### src/rtl/trap_controller.sv
// trap_controller: sequences trap entry -- TT latch, PSR update, PC/nPC save, fetch redirect.
// Ports:
//   clk, rst         clock and synchronous active-high reset
//   exc_req[6:0]     synchronous exception requests, bit 0 has the highest priority
//   ticc_req         Ticc taken; ticc_num is its software trap number
//   irl, pil, et     interrupt level, PSR interrupt level, PSR enable-traps
//   cwp_in           current window pointer
//   tt_out, tt_wr    latched trap type and its TBR write strobe
//   psr_trap_wr      PSR update strobe; cwp_next is the decremented window pointer
//   reg_wr, reg_sel  local register write strobe; reg_sel 0 = PC->r17, 1 = nPC->r18
//   redirect         fetch from the trap vector
//   trap_ack         request consumed
//   busy             pipeline stall
//   error_mode       halted after a synchronous trap with traps disabled
module trap_controller #(
    parameter int NWINDOWS = 8
) (
    input  logic       clk,
    input  logic       rst,
    input  logic [6:0] exc_req,
    input  logic       ticc_req,
    input  logic [6:0] ticc_num,
    input  logic [3:0] irl,
    input  logic [3:0] pil,
    input  logic       et,
    input  logic [4:0] cwp_in,
    output logic [7:0] tt_out,
    output logic       tt_wr,
    output logic       psr_trap_wr,
    output logic [4:0] cwp_next,
    output logic       reg_wr,
    output logic       reg_sel,
    output logic       redirect,
    output logic       trap_ack,
    output logic       busy,
    output logic       error_mode
);
    typedef enum logic [2:0] {IDLE, TTWR, PSRW, SAVEPC, SAVENPC, REDIR, ERROR} state_t;
    state_t state, state_nx;
    logic [7:0] tt_sel;
    logic sync_req, irq_ok;
    assign sync_req = |exc_req || ticc_req;
    assign irq_ok = et && irl != 4'd0 && (irl > pil || irl == 4'hF);
    // Lowest-priority source first so that higher-priority sources overwrite it.
    always_comb begin
        tt_sel = {4'h1, irl};
        if (ticc_req) tt_sel = {1'b1, ticc_num};
        for (int i = 6; i >= 0; i--)
            if (exc_req[i]) tt_sel = 8'(i + 1);
    end
    always_ff @(posedge clk) begin
        if (rst) state <= IDLE;
        else state <= state_nx;
    end
    always_comb begin
        state_nx = state;
        tt_wr = 1'b0;
        psr_trap_wr = 1'b0;
        reg_wr = 1'b0;
        reg_sel = 1'b0;
        redirect = 1'b0;
        trap_ack = 1'b0;
        error_mode = 1'b0;
        busy = state != IDLE;
        case (state)
            IDLE: begin
                // A synchronous trap with traps disabled halts the processor.
                if (sync_req && !et) state_nx = ERROR;
                else if (sync_req || irq_ok) state_nx = TTWR;
            end
            TTWR: begin
                tt_wr = 1'b1;
                state_nx = PSRW;
            end
            PSRW: begin
                psr_trap_wr = 1'b1;
                state_nx = SAVEPC;
            end
            SAVEPC: begin
                reg_wr = 1'b1;
                state_nx = SAVENPC;
            end
            SAVENPC: begin
                reg_wr = 1'b1;
                reg_sel = 1'b1;
                state_nx = REDIR;
            end
            REDIR: begin
                redirect = 1'b1;
                trap_ack = 1'b1;
                state_nx = IDLE;
            end
            ERROR: error_mode = 1'b1;
            default: state_nx = IDLE;
        endcase
    end
    always_ff @(posedge clk) begin
        if (rst) begin
            tt_out <= 8'h00;
            cwp_next <= 5'd0;
        end else begin
            if (state == IDLE && state_nx == TTWR) tt_out <= tt_sel;
            // Captured as PSRW is entered so psr_trap_wr sees a stable value.
            if (state == TTWR)
                cwp_next <= (cwp_in == 5'd0) ? 5'(NWINDOWS - 1) : cwp_in - 5'd1;
        end
    end
endmodule

### config.mk
export PLATFORM = sky130hd
export DESIGN_NAME = trap_controller
export DESIGN_NICKNAME = d
export VERILOG_FILES = /design/src/rtl/trap_controller.sv
export SDC_FILE = /design/constraint.sdc
export NUM_CORES = 1
export LEC_CHECK = 0
export ABC_AREA = 1
export BUFFER_PORTS_ARGS = -buffer_cell sky130_fd_sc_hd__buf_4
export CAP_MARGIN = 40
export CELL_PAD_IN_SITES_DETAIL_PLACEMENT = 1
export CELL_PAD_IN_SITES_GLOBAL_PLACEMENT = 1
export CORE_ASPECT_RATIO = 0.5
export CORE_MARGIN = 4
export CORE_UTILIZATION = 30
export DETAILED_ROUTE_END_ITERATION = 8
export GPL_ROUTABILITY_DRIVEN = 1
export PLACE_DENSITY_LB_ADDON = 0.1
export SLEW_MARGIN = 40
export SYNTH_ARGS = -nofsm -noshare
export SYNTH_HDL_FRONTEND = slang
export SYNTH_SLANG_ARGS = --single-unit
### constraint.sdc
create_clock -name clk -period 1.6 [get_ports clk]
set_input_delay 0.08 -clock clk [delete_from_list [all_inputs] [get_ports clk]]
set_output_delay 0.08 -clock clk [all_outputs]
set_load 0.01 [all_outputs]
==> key figures <==
STA
  – Rel. slew slack: just over 80%
  – Fmax: about 0.67 GHz
  – Worst Setup Slack, final: around 0.11 ns
  – Final Hold Fails: 0
  – Final setup viols: 0
  – Final Max Tran Viols: 0
  – Min Hold Slack: between 0.06 and 0.07 ns
  – Worst-margin pin slew: approximately 0.28 ns
  – Post-route clock period utilization: between 90% and 100%
  – Clk_skew: between 0.003 and 0.004 ns
  – Post-route minimum period: 1.49 ns

Worst setup path
  – Top delay family on crit path: simple AND/OR/NAND/NOR gates
  – Worst EP required: around 1.7 ns
  – Worst Reg-to-Reg Cells: 8
  – Kind of critical path: reg -> reg
  – Arr. time, crit path: approximately 1.6 ns
  – CP Max Fanout: 8
  – Worst r2r dst: tt_out[0]
  – Critical-path cell list: nor2_2 > inv_1 > nor2_2 > inv_1 > a21oi_4 > nand2_4 > nor2_1 > nor2_1
  – CP endpoint kind: flop
  – Worst flop-to-flop path startpoint: state[1]
  – Slowest CP cell: dfxtp_1
  – Critical path's largest stage delay: 0.36 ns
  – R2R setup slack: around 0.11 ns
  – Setup crit start kind: flop
  – WP buf/inv: 2

Drt
  – Drt wl/cell: about 12 um
  – # DRC: 0
  – Vias per cell: 4.53
  – WL final: roughly 3200 um
  – Drt pass-1 iters: 4
  – Detailed-route via count: between 1000 and 1500
  – Routed Antenna Nets: 0
  – 1st-iter DRT viols: 28

Floorplanning
  – Die ar.: 4600 um^2
  – Die Span Y: ~50 um
  – I/O pins: 52
  – Initial core utilization: 33.2%
  – Die W: 92.0 um
  – Core Area: between 3000 and 4000 um^2
  – Rows: 14

Global route
  – Initial antenna violation count: 0
  – GRT overflow: 0
  – First-pass GRT wire length: 5270 um
  – Gr usage total: 13.9%
  – Vias in the first global route: between 1000 and 1500
  – Largest net degree at the start of global routing: 10

Cells and area
  – Fraction of layout cells with a size suffix above 1: between 30% and 40%
  – Design Area, Final: 1550 um^2
  – Layout area overhead: 46.7%
  – Non-Filler Instances: about 270
  – N_diodes: 0
  – Nets: 257

Clocking
  – Clk_lat worst skew: 0.24 ns
  – Clock buffer depth: 2
  – TritonCTS clock tree: done
  – TritonCTS Buffers: 3
  – Cts hold-fix bufs: 0
  – CTS H-tree depth: 1
  – CTS Root Cell: clkbuf_8
  – CTS sink cnt: 16
  – Clock Pin Slew Worst Setup and Hold Paths: about 0.060 ns

Logic synthesis
  – Post-Syn Area: 1060 um^2
  – Syn Area/Cell: between 6 and 7 um^2
  – Ys Warns: 0
  – Net Count, Synth: 200
  – Sequential area share after synthesis: a little over 30%
  – Yosys cell types: 24
  – FF+latch count, synth: 16
  – Post-Synthesis Cells: between 150 and 200

Outcome
  – Outcome: complete, no violations

Power
  – Leak: about 0.83 nW
  – Power Total: approximately 0.0015 W
  – Power Dens Cells: between 900 and 1000 nW/um^2
  – Peak supply drop: roughly 0.00066 V

Placed design
  – Placed inst area: 1500 um^2
  – Dpl cells: 263
  – Port buffer count: ~50
  – Final HPWL DP: roughly 2700 um
  – RD Place Congestion: between 0.7 and 0.8
  – Pre-CTS WS: 0.107 ns

Worst hold path
  – Hold Path Class: in -> reg
  – Hold Path End: tt_out[7]
  – Hold path depth: 2
  – Hold path start: rst

Job
  – Max Cap Violations: 0
-- power by group --
group | switching (W) | internal, W
Sequential | 0.0000580 | 0.000476
Clock | 0.000128 | 0.000167
Combinational | 0.000374 | 0.000320
-- flip-flops by register name, indices dropped and copies added (netlist names) --
signal	flops
tt_out	8
cwp_next	5
state	3
-- worst register-to-register path, cell delays in order (launching register included) --
cell and delay (ns):
dfxtp_1 0.36, nor2_2 0.14, inv_1 0.09, nor2_2 0.11, inv_1 0.09, a21oi_4 0.24, nand2_4 0.12, nor2_1 0.15
nor2_1 0.07
-- cell type report --
class                           instances  area [um^2]
Clock buffer                            3         41.3
Timing Repair Buffer                   54          405
Sequential cell                        16          320
Inverter                               30          113
Multi-Input combinational cell        116          613
Tap cell                               48         60.1
Fill cell                             440         1640
-- cell usage after synthesis (all sizes together) --
cell type	instances	area (um^2)
nand2	45	186
inv	30	113
a21oi	17	96.4
dfxtp	16	320
nor2	15	61.3
nand3	14	70.1
o21ai	6	30.0
ha	5	62.6
nor3	4	31.3
nand4	3	18.8
a31oi	1	6.26
buf	1	7.51
clkdlybuf4s25	1	10.0
nor4	1	6.26
o211ai	1	7.51
o21bai	1	7.51
or2	1	6.26
xnor2	1	8.76
xor2	1	8.76
-- kinds of logic after synthesis --
group           Yosys count  synth area share, %
flops                    16                 30.3
buf+inv                  32                 12.3
compound gates           26                 13.9
simple gates             83                 35.9
fa+ha+maj                 5                 5.91
xor+xnor                  2                 1.66
-- routing by layer --
layer  global-route usage [%]  share of wire [%]  vias up
li1                         -                  -      631
met1                     16.2                 46      543
met2                     25.6                 47       33
met3                     4.10                6.6        2
met4                     2.46               0.25        0
met5                        0                  0        -
-- cells in the final DEF, fill, tap and decap left out, types with 3 or more instances in the layout --
master,netlist,final
o21ai_0,6,6
ha_1,5,5
nand2_2,4,4
a21oi_1,16,16
buf_4,1,54
dfxtp_1,16,16
nor3_1,3,3
inv_1,30,30
nor2_1,13,11
nand2_1,40,40
nor2_2,2,4
nand3_1,14,14
clkbuf_8,0,3
nand4_1,3,3
-- per-stage QoR --
stage / utilization [%] / setup TNS, ns
after global placement: 47.0 / 0
after floorplan: - / 0
final: 48.7 / 0
after CTS: 48.3 / 0
after global routing: 48.7 / -0.0220
after detailed placement: 47.0 / 0
-- worst max path at each step --
stage	from	to	cells past startpoint
CTS	state[1]	tt_out[0]	8
floorplan	state[1]	tt_out[0]	8
finish	state[1]	tt_out[0]	8
global placement	state[1]	tt_out[0]	8
global route	state[1]	tt_out[0]	8
detailed placement	state[1]	tt_out[0]	8
-- repair_timing --
item,4_1_cts,5_1_grt
resized for setup,0,2
setup buffers,0,1
setup endpoints to repair,0,1
(Power assumes the default switching activity.)
